$ cat src/rtl/program_loader.sv
// -----------------------------------------------------------------------------
// program_loader
//   Byte-stream program loader that sits in front of the Harvard processor.
//   A frame is: LEN byte N, then N words of 5 bytes each (MSB first), then one
//   checksum byte (XOR of all word bytes, LEN excluded). Each assembled 37-bit
//   word {opcode[4:0], operand[31:0]} is written to the processor's instruction
//   memory through the wr/address/data_in load port. The processor is held in
//   reset (cpu_hold) from the start of a load until the frame completes cleanly.
//
// Handshake: a byte transfers on a rising clk edge where byte_valid && byte_ready.
//   byte_ready depends only on the state register (never on byte_valid), and it
//   is high only in LEN, DATA and CSUM.
//
// Ports
//   clk         in   1       system clock, rising edge
//   reset       in   1       asynchronous, active-high reset
//   start       in   1       begin a load (honoured in IDLE, DONE, ERR only)
//   byte_in     in   8       stream data byte
//   byte_valid  in   1       byte_in is valid
//   byte_ready  out  1       loader accepts a byte this cycle
//   wr          out  1       one-cycle write strobe to the processor
//   address     out  ADDR_W  word index being written
//   data_in     out  WORD_W  assembled word {opcode, operand}
//   cpu_hold    out  1       holds the processor in reset while high
//   done        out  1       load completed with a good checksum
//   err_code    out  2       00 none, 01 bad length, 10 checksum, 11 timeout
//   state_dbg   out  3       current FSM state encoding (observation only)
// -----------------------------------------------------------------------------
module program_loader #(
  parameter int MAX_WORDS      = 81,
  parameter int TIMEOUT_CYCLES = 1024,
  parameter int ADDR_W         = 7,
  parameter int WORD_W         = 37
) (
  input  logic              clk,
  input  logic              reset,
  input  logic              start,
  input  logic [7:0]        byte_in,
  input  logic              byte_valid,
  output logic              byte_ready,
  output logic              wr,
  output logic [ADDR_W-1:0] address,
  output logic [WORD_W-1:0] data_in,
  output logic              cpu_hold,
  output logic              done,
  output logic [1:0]        err_code,
  output logic [2:0]        state_dbg
);

  localparam int TO_W = (TIMEOUT_CYCLES > 2) ? $clog2(TIMEOUT_CYCLES) : 1;
  localparam logic [TO_W-1:0] TO_LAST = TO_W'(TIMEOUT_CYCLES - 1);

  typedef enum logic [2:0] {
    S_IDLE  = 3'd0,
    S_LEN   = 3'd1,
    S_DATA  = 3'd2,
    S_WRITE = 3'd3,
    S_CSUM  = 3'd4,
    S_DONE  = 3'd5,
    S_ERR   = 3'd6
  } state_t;

  state_t            state;
  logic [2:0]        byte_cnt;   // byte position within the current word
  logic [ADDR_W-1:0] word_idx;
  logic [ADDR_W-1:0] last_idx;   // N-1, latched from the LEN byte
  logic [4:0]        opcode;
  logic [23:0]       operand_sr; // operand bytes 1..3; byte 4 joins at assembly
  logic [7:0]        csum;
  logic [TO_W-1:0]   to_cnt;

  logic xfer;
  logic timeout_hit;

  // Ready and write strobe are pure decodes of the state register.
  assign byte_ready  = (state == S_LEN) || (state == S_DATA) || (state == S_CSUM);
  assign wr          = (state == S_WRITE);
  assign state_dbg   = state;
  assign xfer        = byte_valid && byte_ready;
  // A transfer in the limit cycle wins over the timeout.
  assign timeout_hit = byte_ready && !xfer && (to_cnt == TO_LAST);

  always_ff @(posedge clk or posedge reset) begin
    if (reset) begin
      state      <= S_IDLE;
      byte_cnt   <= '0;
      word_idx   <= '0;
      last_idx   <= '0;
      opcode     <= '0;
      operand_sr <= '0;
      csum       <= '0;
      to_cnt     <= '0;
      address    <= '0;
      data_in    <= '0;
      cpu_hold   <= 1'b0;
      done       <= 1'b0;
      err_code   <= 2'b00;
    end else begin
      // Idle counter: runs only while waiting for bytes, cleared by any transfer.
      if (byte_ready) begin
        if (xfer) to_cnt <= '0;
        else      to_cnt <= to_cnt + 1'b1;
      end

      if (timeout_hit) begin
        state    <= S_ERR;
        err_code <= 2'b11;
      end else begin
        case (state)
          S_IDLE, S_DONE, S_ERR: begin
            if (start) begin
              state    <= S_LEN;
              cpu_hold <= 1'b1;
              done     <= 1'b0;
              err_code <= 2'b00;
              to_cnt   <= '0;
              csum     <= '0;
              byte_cnt <= '0;
              word_idx <= '0;
            end
          end

          S_LEN: begin
            if (xfer) begin
              if (byte_in == 8'd0 || int'(byte_in) > MAX_WORDS) begin
                state    <= S_ERR;
                err_code <= 2'b01;
              end else begin
                last_idx <= ADDR_W'(byte_in - 8'd1);
                word_idx <= '0;
                byte_cnt <= '0;
                state    <= S_DATA;
              end
            end
          end

          S_DATA: begin
            if (xfer) begin
              csum <= csum ^ byte_in;
              if (byte_cnt == 3'd0) opcode <= byte_in[4:0];  // bits [7:5] dropped
              else                  operand_sr <= {operand_sr[15:0], byte_in};
              if (byte_cnt == 3'd4) begin
                // Present address/data together with wr in the next cycle.
                byte_cnt <= '0;
                address  <= word_idx;
                data_in  <= WORD_W'({opcode, operand_sr, byte_in});
                state    <= S_WRITE;
              end else begin
                byte_cnt <= byte_cnt + 3'd1;
              end
            end
          end

          S_WRITE: begin
            if (word_idx == last_idx) begin
              state <= S_CSUM;
            end else begin
              word_idx <= word_idx + 1'b1;
              state    <= S_DATA;
            end
          end

          S_CSUM: begin
            if (xfer) begin
              if (byte_in == csum) begin
                state    <= S_DONE;
                done     <= 1'b1;
                cpu_hold <= 1'b0;
              end else begin
                state    <= S_ERR;
                err_code <= 2'b10;
              end
            end
          end

          default: state <= S_IDLE;
        endcase
      end
    end
  end

endmodule
$ cat config.mk
export PLATFORM = sky130hd
export DESIGN_NAME = program_loader
export DESIGN_NICKNAME = d
export VERILOG_FILES = /design/src/rtl/program_loader.sv
export SDC_FILE = /design/constraint.sdc
export NUM_CORES = 1
export LEC_CHECK = 0
export CAP_MARGIN = 20
export CORE_UTILIZATION = 45
export DETAILED_ROUTE_END_ITERATION = 6
export GPL_ROUTABILITY_DRIVEN = 0
export PLACE_DENSITY_LB_ADDON = 0.12
export SLEW_MARGIN = 20
export SYNTH_ARGS = -nofsm -noshare
export SYNTH_HDL_FRONTEND = slang
export SYNTH_SLANG_ARGS = --single-unit
$ cat constraint.sdc
create_clock -name clk -period 3.15 [get_ports clk]
set_input_delay 0.315 -clock clk [delete_from_list [all_inputs] [get_ports clk]]
set_output_delay 0.315 -clock clk [all_outputs]
set_load 0.05 [all_outputs]
# [Word-level counts from Yosys, hierarchy flattened]
# Cells that the tools add are included.
[op_classes] addsub=4 magnitude_cmp=1 eq_ne=24 mux=44 n_bitwise=4 n_reduce_logical=26
[op_table] operator="$mux W10" n=5
[op_table] operator="$mux W3" n=13
[op_table] operator="$mux W7" n=4
[op_table] operator="$pmux W7 S3" n=1
[op_table] operator="$reduce_and A4 Y1" n=5
[op_table] operator="$reduce_and A6 Y1" n=3
[op_table] operator="$mux W8" n=2
[op_table] operator="$pmux W8 S2" n=1
[op_table] operator="$ne A3 B3 Y1 const B" n=5
[op_table] operator="$pmux W3 S5" n=1
[op_table] operator="$mux W2" n=7
[op_table] operator="$eq A3 B3 Y1 const B" n=4
[op_table] operator="$ne A2 B2 Y1 const B" n=6
[op_table] operator="$add A10 B1 Y10 const B" n=1
[op_table] operator="$eq A10 B10 Y1 const B" n=1
[op_table] operator="$reduce_and A5 Y1" n=2
[op_table] operator="$pmux W3 S3" n=1
[op_table] operator="$eq A8 B8 Y1" n=1
[op_table] operator="$gt A8 B7 Y1 const B" n=1
[op_table] operator="$logic_not A8 Y1" n=1
[op_table] operator="$xor A8 B8 Y8" n=1
[op_table] operator="$add A7 B1 Y7 const B" n=1
[op_table] operator="$eq A7 B7 Y1" n=1
[op_table] operator="$sub A7 B1 Y7 const B" n=1
[op_table] operator="other kinds (17)" n=34
[word_totals] regBits=115 input_bits=12 output_inout_bits=53 elab_cells=116

# [Depth between registers and ports, before layout]
[logic_depth] depth_word=9 depth_mapped=9 ltp_nobuf=8

# [Least setup slack after synthesis]
# No wires, ideal clock.
[synth_path] kind="register -> register" start="register state[0] (netlist: state_dbg[0])" end="register word_idx[5]" setup_ps=82 arrival_time_ps=2424 required_time_ps=3068 slack_ps=644 path_stages_with_launch=8 synth_period_minus_slack_ps=2506 cell_sequence="dfrtp_1 -> buf_4 -> nand2b_1 -> clkbuf_1 -> nor2_1 -> nand2_1 -> o221a_2 -> a31oi_1"
[synth_via] elab_cells_between_ends=22 classes_between="eq/ne: 10; mux: 1; bitwise: 1; reduce/logical: 10"
[synth_lines] element="start, declared" line="63" rtl="state_t state;"
[synth_lines] element="start signal, assigned" line="85" rtl="state <= S_IDLE;"
[synth_lines] element="start signal, assigned" line="106" rtl="state <= S_ERR;"
[synth_lines] element="start signal, assigned" line="112" rtl="state <= S_LEN;"
[synth_lines] element="$eq A3 B2 Y1 *"
[synth_lines] element="net wr" line="41" rtl="output logic wr,"
[synth_lines] element="$ne A2 B2 Y1 (no source line) or $reduce_bool A3 Y1 (tied branches)"
[synth_lines] element="$reduce_and A6 Y1 (no source line)"
[synth_lines] element="end signal, assigned" line="158" rtl="word_idx <= word_idx + 1'b1;"
[synth_lines] element="end, declared" line="65" rtl="logic [ADDR_W-1:0] word_idx;"
# The timed path passes the listed nets; every way through them passes the cells marked *.
# A chain may end at the register's enable or synchronous reset.

# [Worst setup path after layout]
[layout_path] start="register state[0] (netlist: state_dbg[0])" end="output wr"
[layout_via] elab_chain_len=1
[layout_rtl] element="$eq A3 B2 Y1" line="77" rtl="assign wr = (state == S_WRITE);"
[layout_rtl] element="end, declared" line="41"
# No other way between the ends.

==> metrics.md <==
| Metric | Value |
|---|---|
| Mapped Avg Cell Area | 11.44 µm² |
| Status | finished with violations |
| Vias per cell | 5.390 |
| Grt total ovfl | 0 |
| Worst Skew | 0.007061 ns |
| Failing checks | DRC |
| Clock transition at path regs | 0.05 ns |
| Share of layout cells above drive strength 1 | 0.2200 |
| Die Wd | 111.1 µm |
| CP Launch Type | flop |
| Total setup buffers inserted after CTS | 0 |
| Vias in the first global route | 3761 |
| DRC viols | 11 |
| Starting DRT DRC Count | 195 |
| Max Cap Viol | 0 |
| Vias | 3735 |
| CTS Buffer Depth | 2 |
| All-layer global routing usage | 0.1965 |
| Sinks on Clock Net | 115 |
| Resized Gates After CTS | 0 |
| Slew headroom | 0.5416 |
| Syn. warnings | 0 |
| Final nets | 558 |
| Worst R2R End | opcode[3] |
| Pwr Density | 1077 nW/µm² |
| Worst Reg2Reg Path Length in Cells | 5 |
| Top Ports | 65 |
| Worst min-delay path class | primary input to asynchronous set/reset pin |
| Final std cells w/o fill | 693 |
| Max Fclk | 337.0 MHz |
| Post-Route WL | 10900 µm |
| Setup violations, final | 0 |
| Fin crit share | 0.9421 |
| Final Hold Viols | 0 |
| Required @ worst endpoint | 2.83 ns |
| Main synth FF type | dfrtp_1 |
| Fin Setup TNS | 0 ns |
| Fill cells | 991 |
| Actual transition at the worst max-transition pin | 0.6823 ns |
| Die height | 111.1 µm |
| I/O Buffers | 64 |
| Number of synthesized flops with an enable pin | 0 |
| Die ar. | 12340 µm² |
| CP arrival | 2.65 ns |
| Placeable Area | 11520 µm² |
| Most common cell after layout, fill and taps aside | dfrtp_1 |
| GR Layer Usage met2 | 0.2990 |
| Average wire per standard cell | 15.73 µm |
| Static Leak | 0.002986 µW |
| CTS H-tree depth | 4 |
| Max-slew violations | 0 |
| Min Tclk post-route | 2.968 ns |
| Async set-or-reset flop fraction in the synthesized netlist | 1.000 |
| Reg2reg setup slack | 0.72 ns |
| Antenna violations before repair | 0 |
| CTS tree | yes |
| Initial Util | 0.4649 |
| Clk root buf | clkbuf_16 |
| Maximum VDD drop | 467.9 µV |
| DP Area | 6182 µm² |
| Clk_lat worst skew | 0.41 ns |
| Worst R2R Start | state_dbg[1] |
| GRT busiest layer | met2 |
| Critical-path maximum fanout | 13 |
| ANT nets after route | 0 |
| Routing usage on met3 | 0.05413 |
| First-pass GRT wire length | 18830 µm |
| Hold Buf Count CTS | 0 |
| TritonCTS Buffers | 17 |
| Seq cells post-synth | 115 |
| Placed instance count | 664 |
| Crit end category | output pin |
| Mapped Area | 5354 µm² |
| M1 GR Usage | 0.2586 |
| ANT cells | 0 |
| Area Growth Syn to Fin | 25.29% |
| Syn Nets | 486 |
| Commonest cells after routing, fill and taps aside | 115 x dfrtp_1, 64 x mux2_2, 64 x clkdlybuf4s50_1 |
| Largest net degree at the start of global routing | 65 |
| Post-Syn Instances | 468 |
| Cell Rows | 39 |
| Hpwl dp | 7340 µm |
| Final instance area | 6708 µm² |
| RSZ-0062 raised after global routing | no |
| CP Class | flop to output pin |
| Synth cell types | 53 |
| First drt pass iteration count | 7 |
| Sequential fraction of the synthesis area | 0.5375 |
cell usage after synthesis (2+ instances only):
library cell  count  area share
a21oi_1          24       0.022
a22o_1            2      0.0033
nand2_1          37       0.026
nor3b_1           2      0.0028
nor2_1           39       0.027
nor4_1            2      0.0023
nand3_1           9      0.0084
nor4_4            2      0.0079
clkbuf_1          6      0.0042
o211ai_1          3      0.0042
xor2_1           15       0.025
buf_4             2      0.0028
buf_2            16       0.015
ha_1              6       0.014
inv_2             3      0.0021
mux2_1            4      0.0084
a31oi_1           6      0.0070
a41oi_1           2      0.0033
mux2_2           64        0.13
o21ai_0          23       0.022
and3_1            4      0.0047
nand2b_1          3      0.0035
inv_1            10      0.0070
nor3_1            9      0.0084
mux2i_1           5      0.0093
o22ai_1           2      0.0023
o21ai_2           2      0.0033
dfrtp_1         115        0.54
mux2_4            3      0.0084
xnor2_1          13       0.021
a21o_1            2      0.0028
or3_1             7      0.0082
o31ai_1           2      0.0028
nand3b_1          2      0.0028
nand4_1           4      0.0047
layer usage:
metal  share of wire  wire [µm]
met4           0.020        217
met3           0.044        480
met1            0.47       5145
met2            0.46       5058
met5               0          0
layout make-up:
type / instances / area, µm² / area share
sequential: 115 / 2878 / 0.4290
multi-input combinational: 316 / 2310 / 0.3443
timing repair buffer: 77 / 763.2 / 0.1138
clock buffer: 23 / 467.9 / 0.06976
tap: 143 / 178.9 / 0.02667
clock inverter: 6 / 57.56 / 0.008580
inverter: 13 / 52.55 / 0.007834
worst max path at each step:
stage                 start           to  depth (start not counted)
4_1_cts        state_dbg[0]           wr                          3
2_1_floorplan  state_dbg[0]  word_idx[5]                          7
6_report       state_dbg[0]           wr                          3
3_5_place_dp     byte_in[0]  byte_cnt[1]                          9
5_1_grt        state_dbg[0]           wr                          3
3_3_place_gp     byte_in[0]  byte_cnt[2]                          9
registers in the layout, summed over array words and instances, names as in the netlist, 2 cells and up:
| name | flops |
|---|---|
| address | 7 |
| byte_cnt | 3 |
| to_cnt | 10 |
| operand_sr | 24 |
| err_code | 2 |
| opcode | 5 |
| last_idx | 7 |
| csum | 8 |
| state_dbg | 3 |
| data_in | 37 |
| word_idx | 7 |
worst max-delay path: stages, from the launching register on:
cell and delay [ns]:
dfrtp_1 0.62, nand2b_1 0.30, nor2_1 0.42, clkdlybuf4s50_1 0.89
metrics by stage:
step / total power [µW] / hold WS [ns] / worst slack, ns / utilization
detailed placement: 5532 / 0.4702 / 0.4439 / 0.5368
floorplan: 4626 / 0.4444 / 0.6437 / -
CTS: 7284 / 0.3469 / 0.2008 / 0.5825
finish: 7225 / 0.3319 / 0.1824 / 0.5825
global placement: 5475 / 0.4624 / 0.5584 / 0.5368
global route: 7647 / 0.3836 / 0.01834 / 0.5825
cells by family after synthesis:
kind of cell,count (synthesis),share of synthesized area
compound gates,76,0.08647
xor+xnor,28,0.04581
fa+ha+maj,6,0.01402
buf+inv,37,0.03108
flops,115,0.5375
mux,76,0.1608
simple gates,130,0.1243
where the power goes:
part           total (µW)  internal, µW  switching (µW)
combinational        3020          1230            1790
clock                1710          1100             611
sequential           2490          2050             443
total                7220          4380            2850
No activity file was read; power rests on OpenSTA's default activity.
